File: config.mk
export PLATFORM = sky130hd
export DESIGN_NAME = button_conditioner
export DESIGN_NICKNAME = d
export VERILOG_FILES = /design/src/rtl/button_conditioner.sv
export SDC_FILE = /design/constraint.sdc
export NUM_CORES = 1
export LEC_CHECK = 0
export CAP_MARGIN = 20
export CORE_MARGIN = 1.5
export CORE_UTILIZATION = 40
export CTS_CLUSTER_DIAMETER = 150
export DETAILED_ROUTE_END_ITERATION = 6
export DONT_BUFFER_PORTS = 1
export PLACE_DENSITY = 0.57
export RECOVER_POWER = 25
export SLEW_MARGIN = 20
export SYNTH_ARGS = -nofsm -noshare
export SYNTH_HDL_FRONTEND = slang
export SYNTH_SLANG_ARGS = --single-unit
File: constraint.sdc
create_clock -name clock -period 1.4 [get_ports clock]
set_clock_uncertainty 0.1 [all_clocks]
set_input_delay 0.28 -clock clock [delete_from_list [all_inputs] [get_ports clock]]
set_output_delay 0.28 -clock clock [all_outputs]
set_load 0.05 [all_outputs]
File: src/rtl/button_conditioner.sv
// Multi-channel input conditioner for asynchronous inputs such as call buttons, floor
// switches and door sensors. Each channel has a synchroniser, a debounce counter, and
// registered level/rise/fall outputs. Channels are fully independent.
module button_conditioner #(
  parameter int WIDTH           = 4,
  parameter int SYNC_STAGES     = 2,
  parameter int DEBOUNCE_CYCLES = 4
) (
  input  logic             clock,
  input  logic             reset,
  input  logic [WIDTH-1:0] userinput,
  output logic [WIDTH-1:0] level,
  output logic [WIDTH-1:0] rise,
  output logic [WIDTH-1:0] fall
);

  localparam int CNT_W = (DEBOUNCE_CYCLES > 1) ? $clog2(DEBOUNCE_CYCLES) : 1;
  localparam logic [CNT_W-1:0] CNT_MAX = CNT_W'(DEBOUNCE_CYCLES - 1);

  // Reject illegal parameter values at elaboration time
  if (SYNC_STAGES < 2) begin : g_bad_sync_stages
    $error("button_conditioner: SYNC_STAGES must be 2 or more");
  end
  if (DEBOUNCE_CYCLES < 1) begin : g_bad_debounce_cycles
    $error("button_conditioner: DEBOUNCE_CYCLES must be 1 or more");
  end

  // Stage 0 samples the raw inputs; the last stage is the synchronised value
  logic [SYNC_STAGES-1:0][WIDTH-1:0] sync_q;
  logic [WIDTH-1:0]                  s;

  logic [WIDTH-1:0]            level_q, level_d;
  logic [WIDTH-1:0]            rise_q, rise_d;
  logic [WIDTH-1:0]            fall_q, fall_d;
  logic [WIDTH-1:0][CNT_W-1:0] cnt_q, cnt_d;

  assign s = sync_q[SYNC_STAGES-1];

  // Synchroniser shift chain
  always_ff @(posedge clock or posedge reset) begin
    if (reset) begin
      sync_q <= '0;
    end else begin
      sync_q <= {sync_q[SYNC_STAGES-2:0], userinput};
    end
  end

  // Debounce next state: a sample equal to the current level restarts the count
  always_comb begin
    level_d = level_q;
    cnt_d   = cnt_q;
    for (int i = 0; i < WIDTH; i++) begin
      if (s[i] == level_q[i]) begin
        cnt_d[i] = '0;
      end else if (cnt_q[i] == CNT_MAX) begin
        level_d[i] = s[i];
        cnt_d[i]   = '0;
      end else begin
        cnt_d[i] = cnt_q[i] + CNT_W'(1);
      end
    end
  end

  // Edge pulses derived from the next level so they align with the level transition
  always_comb begin
    rise_d = level_d & ~level_q;
    fall_d = ~level_d & level_q;
  end

  // Debounce state and registered pulse outputs
  always_ff @(posedge clock or posedge reset) begin
    if (reset) begin
      level_q <= '0;
      cnt_q   <= '0;
      rise_q  <= '0;
      fall_q  <= '0;
    end else begin
      level_q <= level_d;
      cnt_q   <= cnt_d;
      rise_q  <= rise_d;
      fall_q  <= fall_d;
    end
  end

  assign level = level_q;
  assign rise  = rise_q;
  assign fall  = fall_q;

endmodule
Yosys cells after proc, flatten, opt, wreduce, memory -nomap -nowiden
Index checks and enable logic that the tools add are counted.
{ "classes": {"n_addsub": 4, "eq_ne": 8, "n_mux": 16, "n_bitwise": 4} }
{ "ops": {"columns": ["cell", "count"], "rows": [
  ["2-bit 2-to-1 mux", 8],
  ["2-bit by 1-bit adder with 2-bit output (second input constant)", 4],
  ["4-bit bitwise AND", 2],
  ["2-bit equality test (second input constant)", 4],
  ["1-bit 2-to-1 mux", 8],
  ["4-bit inverter", 2],
  ["1-bit equality test", 4]
]} }
{ "totals": {"register_bits": 28, "output_inout_bits": 12, "elab_cells": 41} }

Longest topological paths before layout
Gate-level depths: netlist of the first run.
{ "logic_depth": {"ltp_word": 5, "depth_mapped": 3} }

Worst setup path after synthesis of the first run
Ideal clock, no wire load.
{ "synth_timing": {"path_kind": "reg-to-reg", "start": "register level_q[1], in the netlist level[1]", "end": "register cnt_q[3] in the netlist's numbering", "setup_time_ns": 0.127, "arrival_ns": 0.926, "required_ns": 1.173, "setup_slack_ns": 0.246, "stages_incl_launch_ff": 3, "path_buffers": 0, "period_less_slack_ns": 1.154, "path_cell_list": "dfrtp_1 > xnor2_1 > nor2b_1"} }
{ "synth_lines": {"columns": ["item", "line_no", "source"], "rows": [
  ["start, declared", "32", "logic [WIDTH-1:0] level_q, level_d;"],
  ["start signal, assigned", "78", "level_q <= level_d;"],
  ["end signal, assigned", "79", "cnt_q <= cnt_d;"],
  ["end, declared", "35", "logic [WIDTH-1:0][CNT_W-1:0] cnt_q, cnt_d;"]
]} }

Worst setup path in the final report of the first run
{ "layout_timing": {"start": "register fall_q[2], in the netlist fall[2]", "end": "output port fall[2]"} }
{ "layout_lines": {"columns": ["item", "line_no", "source"], "rows": [
  ["start, declared", "34", "logic [WIDTH-1:0] fall_q, fall_d;"],
  ["start signal, assigned", "81", "fall_q <= fall_d;"],
  ["end, declared", "14", "output logic [WIDTH-1:0] fall"]
]} }
No word-level cell between the ends.

==> run_summary.xml, run 1 <==
<?xml version="1.0" encoding="UTF-8"?>
<metrics>
  <group name="cts">
    <metric name="cts_buffer_depth" unit="">2</metric>
    <metric name="cts_root_buf" unit="">sky130_fd_sc_hd__clkbuf_4</metric>
    <metric name="h_tree_levels" unit="">1</metric>
    <metric name="numClockSinks" unit="">28</metric>
    <metric name="numCtsBuffers" unit="">3</metric>
    <metric name="cts_tree" unit="">done</metric>
    <metric name="clkSlewWorstSetupHoldPaths" unit="ns">0.13</metric>
    <metric name="insertion_delay" unit="ns">0.32</metric>
  </group>
  <group name="logic_synthesis">
    <metric name="yosys.area.top_type" unit="">sky130_fd_sc_hd__dfrtp_1</metric>
    <metric name="synthDistinctLibCells" unit="">12</metric>
    <metric name="yosys_register_bits" unit="">28</metric>
    <metric name="adder_and_majority_cell_fraction_of_the_synthesized_area" unit="%">5.23</metric>
    <metric name="synth_top_family_by_area" unit="">simple AND/OR/NAND/NOR gates</metric>
    <metric name="synth.top_cells.by_area" unit="">sky130_fd_sc_hd__dfrtp_1 73%, sky130_fd_sc_hd__ha_1 5.2%, sky130_fd_sc_hd__nor3_2 4.2%</metric>
    <metric name="syn_avg_cell_area" unit="sq um">15.2</metric>
    <metric name="synth.yosys.warnings" unit="">0</metric>
    <metric name="share_of_synthesized_area_spent_on_multiplexers" unit="%">1.18</metric>
    <metric name="yosysSeqAreaShare" unit="%">73.2</metric>
    <metric name="synth.top_cell.area_share" unit="%">73.2</metric>
    <metric name="synth_cells" unit="">63</metric>
    <metric name="netlist_area" unit="sq um">957</metric>
    <metric name="synth_compound_area_share" unit="%">1.57</metric>
    <metric name="synth_xor_xnor_area_share" unit="%">3.66</metric>
    <metric name="yosys.area_share.simple" unit="%">13.6</metric>
    <metric name="synth_nets" unit="">73</metric>
  </group>
  <group name="global_routing">
    <metric name="grt_util_all_layers" unit="%">10.5</metric>
    <metric name="grt_pass1_wl" unit="microns">2040</metric>
    <metric name="antenna_found_initial" unit="">0</metric>
    <metric name="globalRoute.totalOverflow" unit="">0</metric>
    <metric name="first_global_vias" unit="">478</metric>
    <metric name="grt_start_max_net_pins" unit="">18</metric>
  </group>
  <group name="route">
    <metric name="route.final.wire_length" unit="microns">1160</metric>
    <metric name="via_per_inst" unit="">4.48</metric>
    <metric name="detailedRoute.firstPassIterationCount" unit="">1</metric>
    <metric name="detail_route.wl_per_cell" unit="microns">10.5</metric>
    <metric name="num_vias" unit="">493</metric>
    <metric name="drt_drc_violations_left" unit="">0</metric>
    <metric name="detail_route.iter0.violations" unit="">0</metric>
    <metric name="drt.antenna.violating_nets" unit="">0</metric>
  </group>
  <group name="floorplanning">
    <metric name="io_pins" unit="">18</metric>
    <metric name="floorplan.initialDensity" unit="%">42.9</metric>
    <metric name="die_width" unit="microns">51.9</metric>
    <metric name="fp.dieArea" unit="sq um">2700</metric>
    <metric name="floorplan.rows" unit="">17</metric>
    <metric name="die_h" unit="microns">51.9</metric>
    <metric name="fp.coreArea" unit="sq um">2230</metric>
  </group>
  <group name="layout">
    <metric name="final_common_cell" unit="">sky130_fd_sc_hd__dfrtp_1</metric>
    <metric name="final_layout_net_count" unit="">93</metric>
    <metric name="flow.area_growth_from_synthesis" unit="%">20.5</metric>
    <metric name="drive_above_1_share" unit="%">23.2</metric>
    <metric name="finish.utilization" unit="%">51.7</metric>
    <metric name="fillerInstances" unit="">215</metric>
    <metric name="diodes" unit="">0</metric>
    <metric name="highest_count_cells_in_the_layout_ignoring_fill_and_taps" unit="">28 x sky130_fd_sc_hd__dfrtp_1, 8 x sky130_fd_sc_hd__buf_4, 5 x sky130_fd_sc_hd__dlygate4sd3_1</metric>
    <metric name="stdcell_count" unit="">110</metric>
    <metric name="layout.cell_area.non_filler" unit="sq um">1150</metric>
  </group>
  <group name="placed_design">
    <metric name="place.detailed.hpwl" unit="microns">820</metric>
    <metric name="gp_congestion" unit="">0.729</metric>
    <metric name="placedCellCount" unit="">97</metric>
    <metric name="port_buffers" unit="">0</metric>
    <metric name="detailed_place.area" unit="sq um">1040</metric>
  </group>
  <group name="timing">
    <metric name="relSlewSlack" unit="%">62.9</metric>
    <metric name="final_hold_viol_count" unit="">0</metric>
    <metric name="timing.fmax" unit="MHz">745</metric>
    <metric name="setup_viol" unit="">0</metric>
    <metric name="worst_pin_slew" unit="ns">0.557</metric>
    <metric name="min_period_over_period" unit="%">95.9</metric>
    <metric name="unrepaired_setup_endpoints_after_global_routing" unit="">no</metric>
    <metric name="maxSlewViolCount" unit="">0</metric>
    <metric name="setup-tns-final" unit="ns">0</metric>
    <metric name="final_period_minus_worst_setup_slack" unit="ns">1.34</metric>
  </group>
  <group name="setup_path">
    <metric name="worst_ep_arrival_time" unit="ns">0.96</metric>
    <metric name="worst_setup_path_start_kind" unit="">register</metric>
    <metric name="worst_setup_path_end_kind" unit="">primary output</metric>
    <metric name="timing_worst_setup_path_type" unit="">reg -&gt; out</metric>
    <metric name="crit_path_required_time" unit="ns">1.02</metric>
    <metric name="critical_path_peak_fanout" unit="">1</metric>
  </group>
  <group name="run_status">
    <metric name="run_status" unit="">completed</metric>
  </group>
  <group name="power_and_ir_drop">
    <metric name="leakagePower" unit="uW">0.000566</metric>
    <metric name="worst_ir_drop_vdd" unit="uV">1020</metric>
    <metric name="power_per_cell_area" unit="nW/um^2">1940</metric>
  </group>
  <group name="run">
    <metric name="max-cap-violations" unit="">0</metric>
  </group>
  <group name="worst_hold_path">
    <metric name="min-delay-path-class" unit="">reg -&gt; reg</metric>
  </group>
</metrics>
==> power by group <==
group          leakage (uW)  switching, uW  internal [uW]
sequential         0.000357            166            979
combinational      0.000187            398            319
clock             0.0000210            213            159
total              0.000566            777           1460
==> worst paths after layout <==
kind                                     startpoint                  end  slack (ns)  cells past startpoint
min in group asynchronous                     reset  sync_q[3]$_DFF_PP0_        0.31                      3
worst max-delay path              fall[2]$_DFF_PP0_              fall[2]        0.06                      0
worst max register to register   cnt_q[6]$_DFF_PP0_   level[3]$_DFF_PP0_        0.21                      2
max in group asynchronous                     reset    rise[0]$_DFF_PP0_        0.42                      3
worst min register to register  sync_q[1]$_DFF_PP0_       s[1]$_DFF_PP0_        0.26                      0
worst min-delay path            sync_q[1]$_DFF_PP0_       s[1]$_DFF_PP0_        0.26                      0
==> cells by family (layout without fill, tap and decap cells) <==
group,count (synthesis),after routing
buffers and inverters,4,23
adders and majority gates,4,4
xor gates and xnor gates,4,4
muxes,1,1
DFF,28,28
AOI/OAI and AO/OA,3,3
and+or+nand+nor,19,19
==> cells in the mapped netlist <==
master                    instances
sky130_fd_sc_hd__and3b_2          2
sky130_fd_sc_hd__dfrtp_1         28
sky130_fd_sc_hd__ha_1             4
sky130_fd_sc_hd__inv_1            4
sky130_fd_sc_hd__mux2_1           1
sky130_fd_sc_hd__nand2_1          3
sky130_fd_sc_hd__nor2_1           3
sky130_fd_sc_hd__nor2b_1          4
sky130_fd_sc_hd__nor3_2           4
sky130_fd_sc_hd__nor3b_1          3
sky130_fd_sc_hd__o21ai_0          3
sky130_fd_sc_hd__xnor2_1          4
==> layer usage <==
layer | up-vias | share of wire (%) | wire (microns) | global-route usage, %
met5 | - | 0 | 0 | 0
met4 | 0 | 0 | 0 | 2.63
met3 | 0 | 6.5 | 75 | 5.17
met2 | 15 | 43 | 495 | 15.0
met1 | 234 | 51 | 585 | 14.2
li1 | 244 | - | - | -
==> state kept, by name, indices dropped and copies added, names as in the netlist <==
register and flops:
cnt_q 8, fall 4, level 4, rise 4, s 4, sync_q 4
==> repair_timing <==
item	in CTS	in global routing
endpoints found under the hold margin	32	0
hold buffers	5	0
setup buffers	0	4
resized for setup	0	1
endpoints found under the setup margin	0	3
==> cell type report <==
cell class,instances,area (sq um),area share [%]
multi-input combinational,31,241,20.9
sequential,28,701,60.7
inverter,4,15.0,1.30
tap,28,35.0,3.04
timing repair buffer,15,125,10.8
clock buffer,4,36.3,3.15
==> through the flow <==
stage | total power (uW) | setup WS (ns) | hold WS (ns)
floorplan | 1630 | 0.246 | 0.211
global placement | 1780 | 0.256 | 0.0797
detailed placement | 1800 | 0.222 | 0.0945
CTS | 2190 | 0.00812 | 0.268
global route | 2380 | 0.00333 | 0.275
finish | 2230 | 0.0571 | 0.264
No activity file was read; power rests on OpenSTA's default activity.
==> inputs of run 2 (changes only) <==
CORE_MARGIN = 4   (was 1.5)
GPL_ROUTABILITY_DRIVEN = 0   (was unset)
GPL_TIMING_DRIVEN = 1   (was unset)
==> run 2 against run 1 <==
Utilization shrank 1.5 points. Via count grew 3.7%. Clock-buffer cell count shrank 1. Die area grew 20%. Cell count shrank 1.8%. Critical endpoint is now fall[3].
==> run_summary.xml, run 2 (synthesized netlist as in run 1, its figures left out) <==
<?xml version="1.0" encoding="UTF-8"?>
<metrics>
  <group name="layout">
    <metric name="diodes" unit="">0</metric>
    <metric name="layout.cell_area.non_filler" unit="sq um">1130</metric>
    <metric name="final_common_cell" unit="">sky130_fd_sc_hd__dfrtp_1</metric>
    <metric name="top_register" unit="">cnt_q</metric>
    <metric name="flow.area_growth_from_synthesis" unit="%">18.0</metric>
    <metric name="drive_above_1_share" unit="%">22.5</metric>
    <metric name="largest_reg_flops" unit="">8</metric>
    <metric name="highest_count_cells_in_the_layout_ignoring_fill_and_taps" unit="">28 x sky130_fd_sc_hd__dfrtp_1, 8 x sky130_fd_sc_hd__buf_4, 5 x sky130_fd_sc_hd__dlygate4sd3_1</metric>
    <metric name="multi_input_comb_area" unit="sq um">241</metric>
    <metric name="final_layout_net_count" unit="">92</metric>
    <metric name="fillerInstances" unit="">207</metric>
    <metric name="area.sequential" unit="sq um">701</metric>
  </group>
  <group name="power_and_ir_drop">
    <metric name="internal_power_summed_over_all_cells" unit="uW">1390</metric>
    <metric name="leakagePower" unit="uW">0.000556</metric>
    <metric name="power_per_cell_area" unit="nW/um^2">1930</metric>
    <metric name="power_frac_clock" unit="%">14.7</metric>
    <metric name="worst_ir_drop_vdd" unit="uV">929</metric>
    <metric name="pwr-share-seq" unit="%">52.6</metric>
    <metric name="switchingPower" unit="uW">789</metric>
    <metric name="swShare" unit="%">36.2</metric>
    <metric name="pwr-share-comb" unit="%">32.7</metric>
  </group>
  <group name="setup_path">
    <metric name="worst_setup_path_end_kind" unit="">primary output</metric>
    <metric name="regToRegStartpoint" unit="">cnt_q[6]$_DFF_PP0_</metric>
    <metric name="timing_worst_setup_path_type" unit="">reg -&gt; out</metric>
    <metric name="worst_setup_path_start_kind" unit="">register</metric>
    <metric name="worst_ep_arrival_time" unit="ns">0.97</metric>
    <metric name="critical_path_peak_fanout" unit="">1</metric>
    <metric name="crit_path_required_time" unit="ns">1.02</metric>
    <metric name="setup.worst_path.start" unit="">fall[3]$_DFF_PP0_</metric>
  </group>
  <group name="timing">
    <metric name="final_hold_viol_count" unit="">0</metric>
    <metric name="relSlewSlack" unit="%">55.0</metric>
    <metric name="unrepaired_setup_endpoints_after_global_routing" unit="">no</metric>
    <metric name="worst_pin_slew" unit="ns">0.676</metric>
    <metric name="whs" unit="ns">0.268</metric>
    <metric name="setup-tns-final" unit="ns">0</metric>
    <metric name="final_critical_path_setup_slack" unit="ns">0.0515</metric>
    <metric name="maxSlewViolCount" unit="">0</metric>
    <metric name="setup_viol" unit="">0</metric>
    <metric name="min_period_over_period" unit="%">96.3</metric>
    <metric name="timing.fmax" unit="MHz">742</metric>
    <metric name="final_period_minus_worst_setup_slack" unit="ns">1.35</metric>
  </group>
  <group name="cts">
    <metric name="clkSlewWorstSetupHoldPaths" unit="ns">0.14</metric>
    <metric name="numCtsBuffers" unit="">3</metric>
    <metric name="cts_root_buf" unit="">sky130_fd_sc_hd__clkbuf_4</metric>
    <metric name="h_tree_levels" unit="">1</metric>
    <metric name="cts_tree" unit="">done</metric>
    <metric name="numClockSinks" unit="">28</metric>
    <metric name="cts_repair_resize_count" unit="">0</metric>
    <metric name="insertion_delay" unit="ns">0.32</metric>
    <metric name="cts_buffer_depth" unit="">2</metric>
  </group>
  <group name="placed_design">
    <metric name="detailed_place.area" unit="sq um">1030</metric>
    <metric name="port_buffers" unit="">0</metric>
    <metric name="place.detailed.hpwl" unit="microns">927</metric>
    <metric name="placement.setup.worst_slack" unit="ns">0.226</metric>
  </group>
  <group name="route">
    <metric name="drt_drc_violations_left" unit="">0</metric>
    <metric name="detail_route.iter0.violations" unit="">5</metric>
    <metric name="drt.antenna.violating_nets" unit="">0</metric>
    <metric name="num_vias" unit="">511</metric>
    <metric name="detail_route.wl_per_cell" unit="microns">12.9</metric>
    <metric name="via_per_inst" unit="">4.73</metric>
    <metric name="detailedRoute.firstPassIterationCount" unit="">3</metric>
    <metric name="route.final.wire_length" unit="microns">1390</metric>
  </group>
  <group name="floorplanning">
    <metric name="die_h" unit="microns">56.9</metric>
    <metric name="fp.dieArea" unit="sq um">3240</metric>
    <metric name="floorplan.initialDensity" unit="%">42.5</metric>
    <metric name="io_pins" unit="">18</metric>
    <metric name="die_width" unit="microns">56.9</metric>
    <metric name="floorplan.rows" unit="">17</metric>
    <metric name="fp.coreArea" unit="sq um">2250</metric>
  </group>
  <group name="global_routing">
    <metric name="antenna_found_initial" unit="">0</metric>
    <metric name="grt_pass1_wl" unit="microns">2400</metric>
    <metric name="grt_start_max_net_pins" unit="">29</metric>
    <metric name="globalRoute.totalOverflow" unit="">0</metric>
    <metric name="first_global_vias" unit="">550</metric>
    <metric name="grt_util_all_layers" unit="%">9.88</metric>
  </group>
  <group name="run">
    <metric name="max-cap-violations" unit="">0</metric>
  </group>
  <group name="run_status">
    <metric name="run_status" unit="">completed</metric>
  </group>
  <group name="worst_hold_path">
    <metric name="min-delay-path-class" unit="">reg -&gt; reg</metric>
    <metric name="timing.hold.worst.start" unit="">sync_q[0]$_DFF_PP0_</metric>
  </group>
</metrics>
[run 2: path summary, 6_finish.rpt]
kind,endpoint,slack (ns),depth (start not counted)
max,fall[3],0.05,0
min,s[0]$_DFF_PP0_,0.27,0
max reg2reg,level[3]$_DFF_PP0_,0.21,2
min reg2reg,s[0]$_DFF_PP0_,0.27,0
max in group asynchronous,cnt_q[5]$_DFF_PP0_,0.30,3
min in group asynchronous,sync_q[1]$_DFF_PP0_,0.47,3
[run 2: stage by stage]
step           util, %  cells  total power, uW
4_1_cts           48.9    104             2150
3_5_place_dp      45.7     96             1810
6_report          50.1    108             2180
3_3_place_gp      45.7     96             1780
2_1_floorplan        -     63             1630
5_1_grt           50.1    108             2340
[run 2: power groups by stage]
stage               Sequential (uW)  Combinational (uW)  Clock [uW]
finish                         1150                 714         320
global route                   1170                 794         374
CTS                            1170                 642         336
detailed placement             1180                 628           0
global placement               1170                 610           0
floorplan                      1340                 290           0
[run 2: worst reg2reg max path, stage by stage (launching register included)]
cell                      delay (ns)
sky130_fd_sc_hd__dfrtp_1        0.42
sky130_fd_sc_hd__ha_1           0.26
sky130_fd_sc_hd__mux2_1         0.32
[run 2: what timing repair did]
item	CTS	global route
hold buffers	5	0
hold endpoints to repair	32	0
buffers inserted	0	4
endpoints found under the setup margin	0	3
[run 2: layer usage]
| layer | routed length (microns) | part of all wire [%] | track usage [%] | vias up |
|---|---|---|---|---|
| met5 | 0 | 0 | 0 | - |
| met4 | 48 | 3.5 | 6.95 | 0 |
| met3 | 44 | 3.2 | 2.76 | 5 |
| met2 | 640 | 46 | 14.8 | 13 |
| met1 | 659 | 47 | 12.2 | 255 |
| li1 | - | - | - | 238 |
[run 2: final cells by class]
type / instances / area share (%)
clock buffer: 3 / 1.99
inverter: 4 / 1.33
multi-input combinational: 31 / 21.4
sequential: 28 / 62.0
tap: 28 / 3.10
timing repair buffer: 14 / 10.2
==> inputs of run 3 (changes only) <==
CORE_MARGIN = 3   (was 4)
MAX_ROUTING_LAYER = met4   (was unset)
SLEW_MARGIN = unset   (was 20)
==> run 3 against run 2 <==
Wire length is 5.0% lower. Maximum frequency is 0.55% lower. Critical path type unchanged. Clock power is 60% higher.
==> run_summary.xml, run 3 (synthesized netlist as in run 1, its figures left out) <==
<?xml version="1.0" encoding="UTF-8"?>
<metrics>
  <group name="run_status">
    <metric name="run_status" unit="">completed</metric>
  </group>
  <group name="layout">
    <metric name="final_layout_net_count" unit="">93</metric>
    <metric name="stdcell_count" unit="">110</metric>
    <metric name="highest_count_cells_in_the_layout_ignoring_fill_and_taps" unit="">28 x sky130_fd_sc_hd__dfrtp_1, 9 x sky130_fd_sc_hd__buf_4, 5 x sky130_fd_sc_hd__dlygate4sd3_1</metric>
    <metric name="area.sequential" unit="sq um">701</metric>
    <metric name="largest_reg_flops" unit="">8</metric>
    <metric name="top_register" unit="">cnt_q</metric>
    <metric name="flow.area_growth_from_synthesis" unit="%">22.0</metric>
    <metric name="final_common_cell" unit="">sky130_fd_sc_hd__dfrtp_1</metric>
    <metric name="multi_input_comb_area" unit="sq um">241</metric>
    <metric name="fillerInstances" unit="">195</metric>
    <metric name="drive_above_1_share" unit="%">24.4</metric>
    <metric name="diodes" unit="">0</metric>
  </group>
  <group name="placed_design">
    <metric name="port_buffers" unit="">0</metric>
    <metric name="place.detailed.hpwl" unit="microns">834</metric>
    <metric name="placedCellCount" unit="">96</metric>
  </group>
  <group name="setup_path">
    <metric name="critPathSlowestCell" unit="">sky130_fd_sc_hd__dfrtp_1</metric>
    <metric name="worst_setup_path_start_kind" unit="">register</metric>
    <metric name="timing_worst_setup_path_type" unit="">reg -&gt; out</metric>
    <metric name="worstPathCellList" unit="">buf_4</metric>
    <metric name="regToRegStartpoint" unit="">cnt_q[6]$_DFF_PP0_</metric>
    <metric name="crit_path_required_time" unit="ns">1.02</metric>
    <metric name="cp_slowest_stage_delay" unit="ns">0.44</metric>
    <metric name="crit-reg2reg-capture" unit="">level[3]$_DFF_PP0_</metric>
    <metric name="critical_path_peak_fanout" unit="">4</metric>
    <metric name="worst_setup_path_end_kind" unit="">primary output</metric>
    <metric name="timing.reg2reg.setup_slack" unit="ns">0.21</metric>
    <metric name="critPathBufInv" unit="">1</metric>
    <metric name="setup.worst_path.start" unit="">level[3]$_DFF_PP0_</metric>
    <metric name="critical-path-top-delay-family" unit="">flip-flops</metric>
    <metric name="worst_ep_arrival_time" unit="ns">0.98</metric>
    <metric name="r2r.worst_path.cells" unit="">2</metric>
  </group>
  <group name="global_routing">
    <metric name="grt_pass1_wl" unit="microns">2140</metric>
    <metric name="grt_util_all_layers" unit="%">10.7</metric>
    <metric name="antenna_found_initial" unit="">0</metric>
    <metric name="first_global_vias" unit="">466</metric>
    <metric name="globalRoute.totalOverflow" unit="">0</metric>
    <metric name="grt_start_max_net_pins" unit="">29</metric>
  </group>
  <group name="timing">
    <metric name="relSlewSlack" unit="%">55.8</metric>
    <metric name="final_hold_viol_count" unit="">0</metric>
    <metric name="maxSlewViolCount" unit="">0</metric>
    <metric name="whs" unit="ns">0.265</metric>
    <metric name="worst_pin_slew" unit="ns">0.663</metric>
    <metric name="setup_viol" unit="">0</metric>
    <metric name="min_period_over_period" unit="%">96.9</metric>
    <metric name="final_period_minus_worst_setup_slack" unit="ns">1.36</metric>
    <metric name="timing.fmax" unit="MHz">737</metric>
  </group>
  <group name="cts">
    <metric name="insertion_delay" unit="ns">0.32</metric>
    <metric name="h_tree_levels" unit="">1</metric>
    <metric name="numClockSinks" unit="">28</metric>
    <metric name="numCtsBuffers" unit="">3</metric>
    <metric name="cts_buffer_depth" unit="">2</metric>
    <metric name="cts_tree" unit="">done</metric>
    <metric name="cts_repair_resize_count" unit="">0</metric>
    <metric name="clkSlewWorstSetupHoldPaths" unit="ns">0.14</metric>
    <metric name="cts_root_buf" unit="">sky130_fd_sc_hd__clkbuf_4</metric>
  </group>
  <group name="worst_hold_path">
    <metric name="worstHoldEndpoint" unit="">s[3]$_DFF_PP0_</metric>
    <metric name="min-delay-path-class" unit="">reg -&gt; reg</metric>
    <metric name="timing.hold.worst.start" unit="">sync_q[3]$_DFF_PP0_</metric>
    <metric name="count_of_cells_along_the_worst_hold_path" unit="">0</metric>
  </group>
  <group name="floorplanning">
    <metric name="io_pins" unit="">18</metric>
    <metric name="floorplan.rows" unit="">17</metric>
    <metric name="die_width" unit="microns">54.9</metric>
    <metric name="fp.dieArea" unit="sq um">3020</metric>
    <metric name="die_h" unit="microns">54.9</metric>
    <metric name="fp.coreArea" unit="sq um">2230</metric>
    <metric name="floorplan.initialDensity" unit="%">42.9</metric>
  </group>
  <group name="power_and_ir_drop">
    <metric name="power_per_cell_area" unit="nW/um^2">2050</metric>
    <metric name="leakagePower" unit="uW">0.000575</metric>
    <metric name="worst_ir_drop_vdd" unit="uV">961</metric>
  </group>
  <group name="route">
    <metric name="drt_drc_violations_left" unit="">0</metric>
    <metric name="via_per_inst" unit="">4.49</metric>
    <metric name="num_vias" unit="">494</metric>
    <metric name="route.final.wire_length" unit="microns">1320</metric>
    <metric name="detail_route.iter0.violations" unit="">1</metric>
    <metric name="detailedRoute.firstPassIterationCount" unit="">2</metric>
    <metric name="detail_route.wl_per_cell" unit="microns">12.0</metric>
    <metric name="drt.antenna.violating_nets" unit="">0</metric>
  </group>
  <group name="run">
    <metric name="max-cap-violations" unit="">0</metric>
  </group>
</metrics>
## run 3: timing repair
| action | in CTS | in global routing |
|---|---|---|
| hold buffers | 5 | 0 |
| endpoints found under the hold margin | 32 | 0 |
| setup endpoints to repair | 0 | 4 |
| buffers inserted | 0 | 5 |
## run 3: worst max path at each step
stage | to | slack, ns | cells after the start
after floorplan | cnt_q[3]$_DFF_PP0_ | 0.25 | 2
after global placement | level[3]$_DFF_PP0_ | 0.26 | 2
after detailed placement | level[3]$_DFF_PP0_ | 0.23 | 2
after CTS | level[2] | 0.02 | 1
after global routing | level[3] | -0.02 | 1
final | level[3] | 0.04 | 1
## run 3: power breakdown
part           leakage (uW)  switching (uW)  total [uW]  internal, uW
clock network     0.0000279             223         513           289
registers          0.000357             171        1150           979
logic              0.000190             401         725           324
total              0.000575             795        2390          1590
## run 3: final cells by class
type | count | area share [%]
Sequential cell | 28 | 60.0
Clock buffer | 3 | 1.93
Multi-Input combinational cell | 31 | 20.7
Tap cell | 28 | 3.00
Clock inverter | 1 | 2.57
Timing Repair Buffer | 15 | 10.5
Inverter | 4 | 1.29
## run 3: stage by stage
stage | util, % | worst slack [ns] | instance area (sq um) | total power [uW] | TNS [ns]
after floorplan | - | 0.246 | 957 | 1630 | 0
after global routing | 52.3 | -0.0156 | 1170 | 2560 | -0.0252
after detailed placement | 46.1 | 0.235 | 1030 | 1790 | 0
final | 52.3 | 0.0440 | 1170 | 2390 | 0
after global placement | 46.1 | 0.256 | 1030 | 1780 | 0
after CTS | 50.7 | 0.0196 | 1130 | 2330 | 0
## run 3: layer usage
layer	part of all wire [%]	vias to the layer above	global-route usage, %	routed length, microns
met2	49	10	14.6	641
li1	-	243	-	-
met4	1.2	0	7.29	16
met3	3.7	2	2.41	49
met5	0	-	-	0
met1	46	239	14.2	614
==> patch, RTL diff (config.mk and constraints of run 2) <==
`SYNC_STAGES`: 2 -> 4.
--- a/src/rtl/button_conditioner.sv
+++ b/src/rtl/button_conditioner.sv
@@ -4,5 +4,5 @@
 module button_conditioner #(
   parameter int WIDTH           = 4,
-  parameter int SYNC_STAGES     = 2,
+  parameter int SYNC_STAGES     = 4,
   parameter int DEBOUNCE_CYCLES = 4
 ) (
Behaviour: not the same (Yosys sat finds a counterexample within 10 cycles, from zero or initial values and one cycle with reset high).
==> patch against run 2 <==
Final area increased by 20%; area after synthesis increased by 21%; synthesized cell count increased by 13%; combinational power decreased by 3.1%; worst setup slack improved by 0.0041 ns; global-route usage about the same; sequential cell count increased by 8; wire length increased by 5.3%; die area increased by 18%; total power increased by 20%; non-clock buffer count decreased by 2.
==> patch: results (changes against run 2) <==
Parameter                              Value

Status
  Result of the run ... finished, final reports clean

GRT
  Pin count of the biggest net entering global routing ... 37 (+28%)
  Vias in the first global route ... 567 (+3.1%)
  Met3 global-route usage ... 0.04959 (+0.02200)
  Global-route wire length before repair ... 2511 um (+4.6%)
  Met2 usage ... 0.1271 (-0.02139)
  Number of antenna violations at the first check in global routing ... 0 (unchanged)
  Overall track demand over capacity in global routing ... 0.09870 (about the same)
  Met1 GRT Util ... 0.1218 (+0.0002979)

Setup path
  Worst-path maximum fanout ... 4 (+3)
  Critical-path top delay cell ... dfrtp_1
  R2r setup slk ... 0.22 ns
  Gate family responsible for the most delay along the worst path ... flip-flops

Finish
  Number of filler cells placed in the layout ... 240 (+16%)
  Number of inserted diodes ... 0 (unchanged)
  Biggest registers after layout ... sync_q (12), cnt_q (8)
  Fraction of final layout cells with drive strength greater than 1 ... 0.2418 (+0.01676)
  Post-layout net count ... 100 (+8.7%)

Pwr
  Internal power component ... 1.756 mW (+26%)
  Worst IR Drop VDD ... 1.161 mV (+25%)
  Leak ... 0.6523 nW (+17%)

Detailed routing
  Wire length after detailed routing ... 1465 um (+5.3%)
  Detailed router's first-iteration violation count ... 26 (+21)
  DR vias ... 558 (+9.2%)
  Detailed-routing iteration count for the pre-antenna-repair pass ... 3 (unchanged)
  Post-detailed-route wirelength per cell ... 12.01 um (-6.8%)

Worst hold path
  Number of cells on the worst hold path ... 0 (unchanged)
  Hold Path Origin ... sync_q[11]
  Worst-case hold path end point ... s[3]

Placed design
  Placed Area ... 1234 um2 (+20%)
  HPWL after DPL ... 883.8 um (-4.7%)
  Pre-CTS WS ... 0.2321 ns (+0.005771 ns)
  Placed instance count ... 107 (+11%)

Logic synthesis
  Largest cells by area after synthesis ... dfrtp_1, ha_1, nor3_2
  Fraction of the yosys area taken by sequential cells ... 0.7784 (+0.04635)
  Post-synth ARST share ... 1.000 (unchanged)
  Synth Instances ... 71 (+13%)
  Number of distinct library cells after synthesis ... 12 (unchanged)
  Number of nets produced by synthesis ... 81 (+11%)
  Number of warnings printed during yosys synthesis ... 0 (unchanged)

Clock network
  Register clock-pin slew on the reported worst setup and hold paths ... 0.10 ns (-0.04 ns)
  # H-tree levels ... 2 (+1)
  Total CTS buffers ... 5 (+2)
  Root buf cell ... clkbuf_4
  Maximum number of buffers from clock root to sink ... 2 (unchanged)

STA
  Transition at the pin with the smallest max-transition slack ... 0.7708 ns (+0.09527 ns)
  Final cycle utilization of the critical path ... 0.9603 (-0.002947)

Flow run
  Total of max-cap violations ... 0 (unchanged)
## patch: cell count changes in the layout (fill, tap and decap cells not counted), sizes merged
cell	run 2	this run
clkbuf	4	8
buf	8	7
dfrtp	28	36
## patch: what timing repair did
item / 4_1_cts / 5_1_grt
hold endpoints to repair: 40 / 0
buffers inserted: 0 / 2
resized for setup: 0 / 3
endpoints found under the setup margin: 0 / 6
hold buffers: 5 / 0
## patch: how the worst max path moves through the flow
stage	startpoint	end	cells after the start
after floorplan	reset	cnt_q[0]	1
after global placement	cnt_q[6]	level[3]	2
after detailed placement	cnt_q[6]	level[3]	2
after CTS	level[3]	level[3]	1
after global routing	fall[3]	fall[3]	0
final	level[0]	level[0]	1
## patch: cell type report
type	count	share of cell area
sequential	36	0.6657
timing repair buffer	12	0.07366
clock buffer	8	0.04328
multi-input combinational	31	0.1777
inverter	4	0.01105
tap	31	0.02855
## patch: kinds of logic (layout without fill, tap and decap cells)
family | count (synthesis) | after routing | share of synthesized area
DFF | 36 | 36 | 0.7784
buffers and inverters | 4 | 24 | 0.01297
adders and majority gates | 4 | 4 | 0.04324
AOI/OAI and AO/OA | 3 | 3 | 0.01297
and+or+nand+nor | 19 | 19 | 0.1124
xor gates and xnor gates | 4 | 4 | 0.03027
muxes | 1 | 1 | 0.009729
## patch: layer usage
metal / wire [um] / up-vias
met5: 0 / -
met1: 666 / 272
met2: 674 / 15
met3: 85 / 5
li1: - / 266
met4: 39 / 0
## patch: per-stage QoR
step                utilization  hold WS, ns  power [mW]
CTS                      0.4868       0.2525       2.635
global placement         0.4474       0.1949       2.028
floorplan                     -       0.2114       1.881
detailed placement       0.4474       0.1980       2.058
finish                   0.4927       0.2549       2.628
global route             0.4927       0.2615       2.798
## patch: power by group through the flow
| stage | clock network (mW) | logic (mW) | registers [mW] |
|---|---|---|---|
| finish | 0.548 | 0.692 | 1.39 |
| detailed placement | 0 | 0.632 | 1.43 |
| global route | 0.622 | 0.760 | 1.41 |
| global placement | 0 | 0.609 | 1.42 |
| CTS | 0.581 | 0.649 | 1.41 |
| floorplan | 0 | 0.293 | 1.59 |
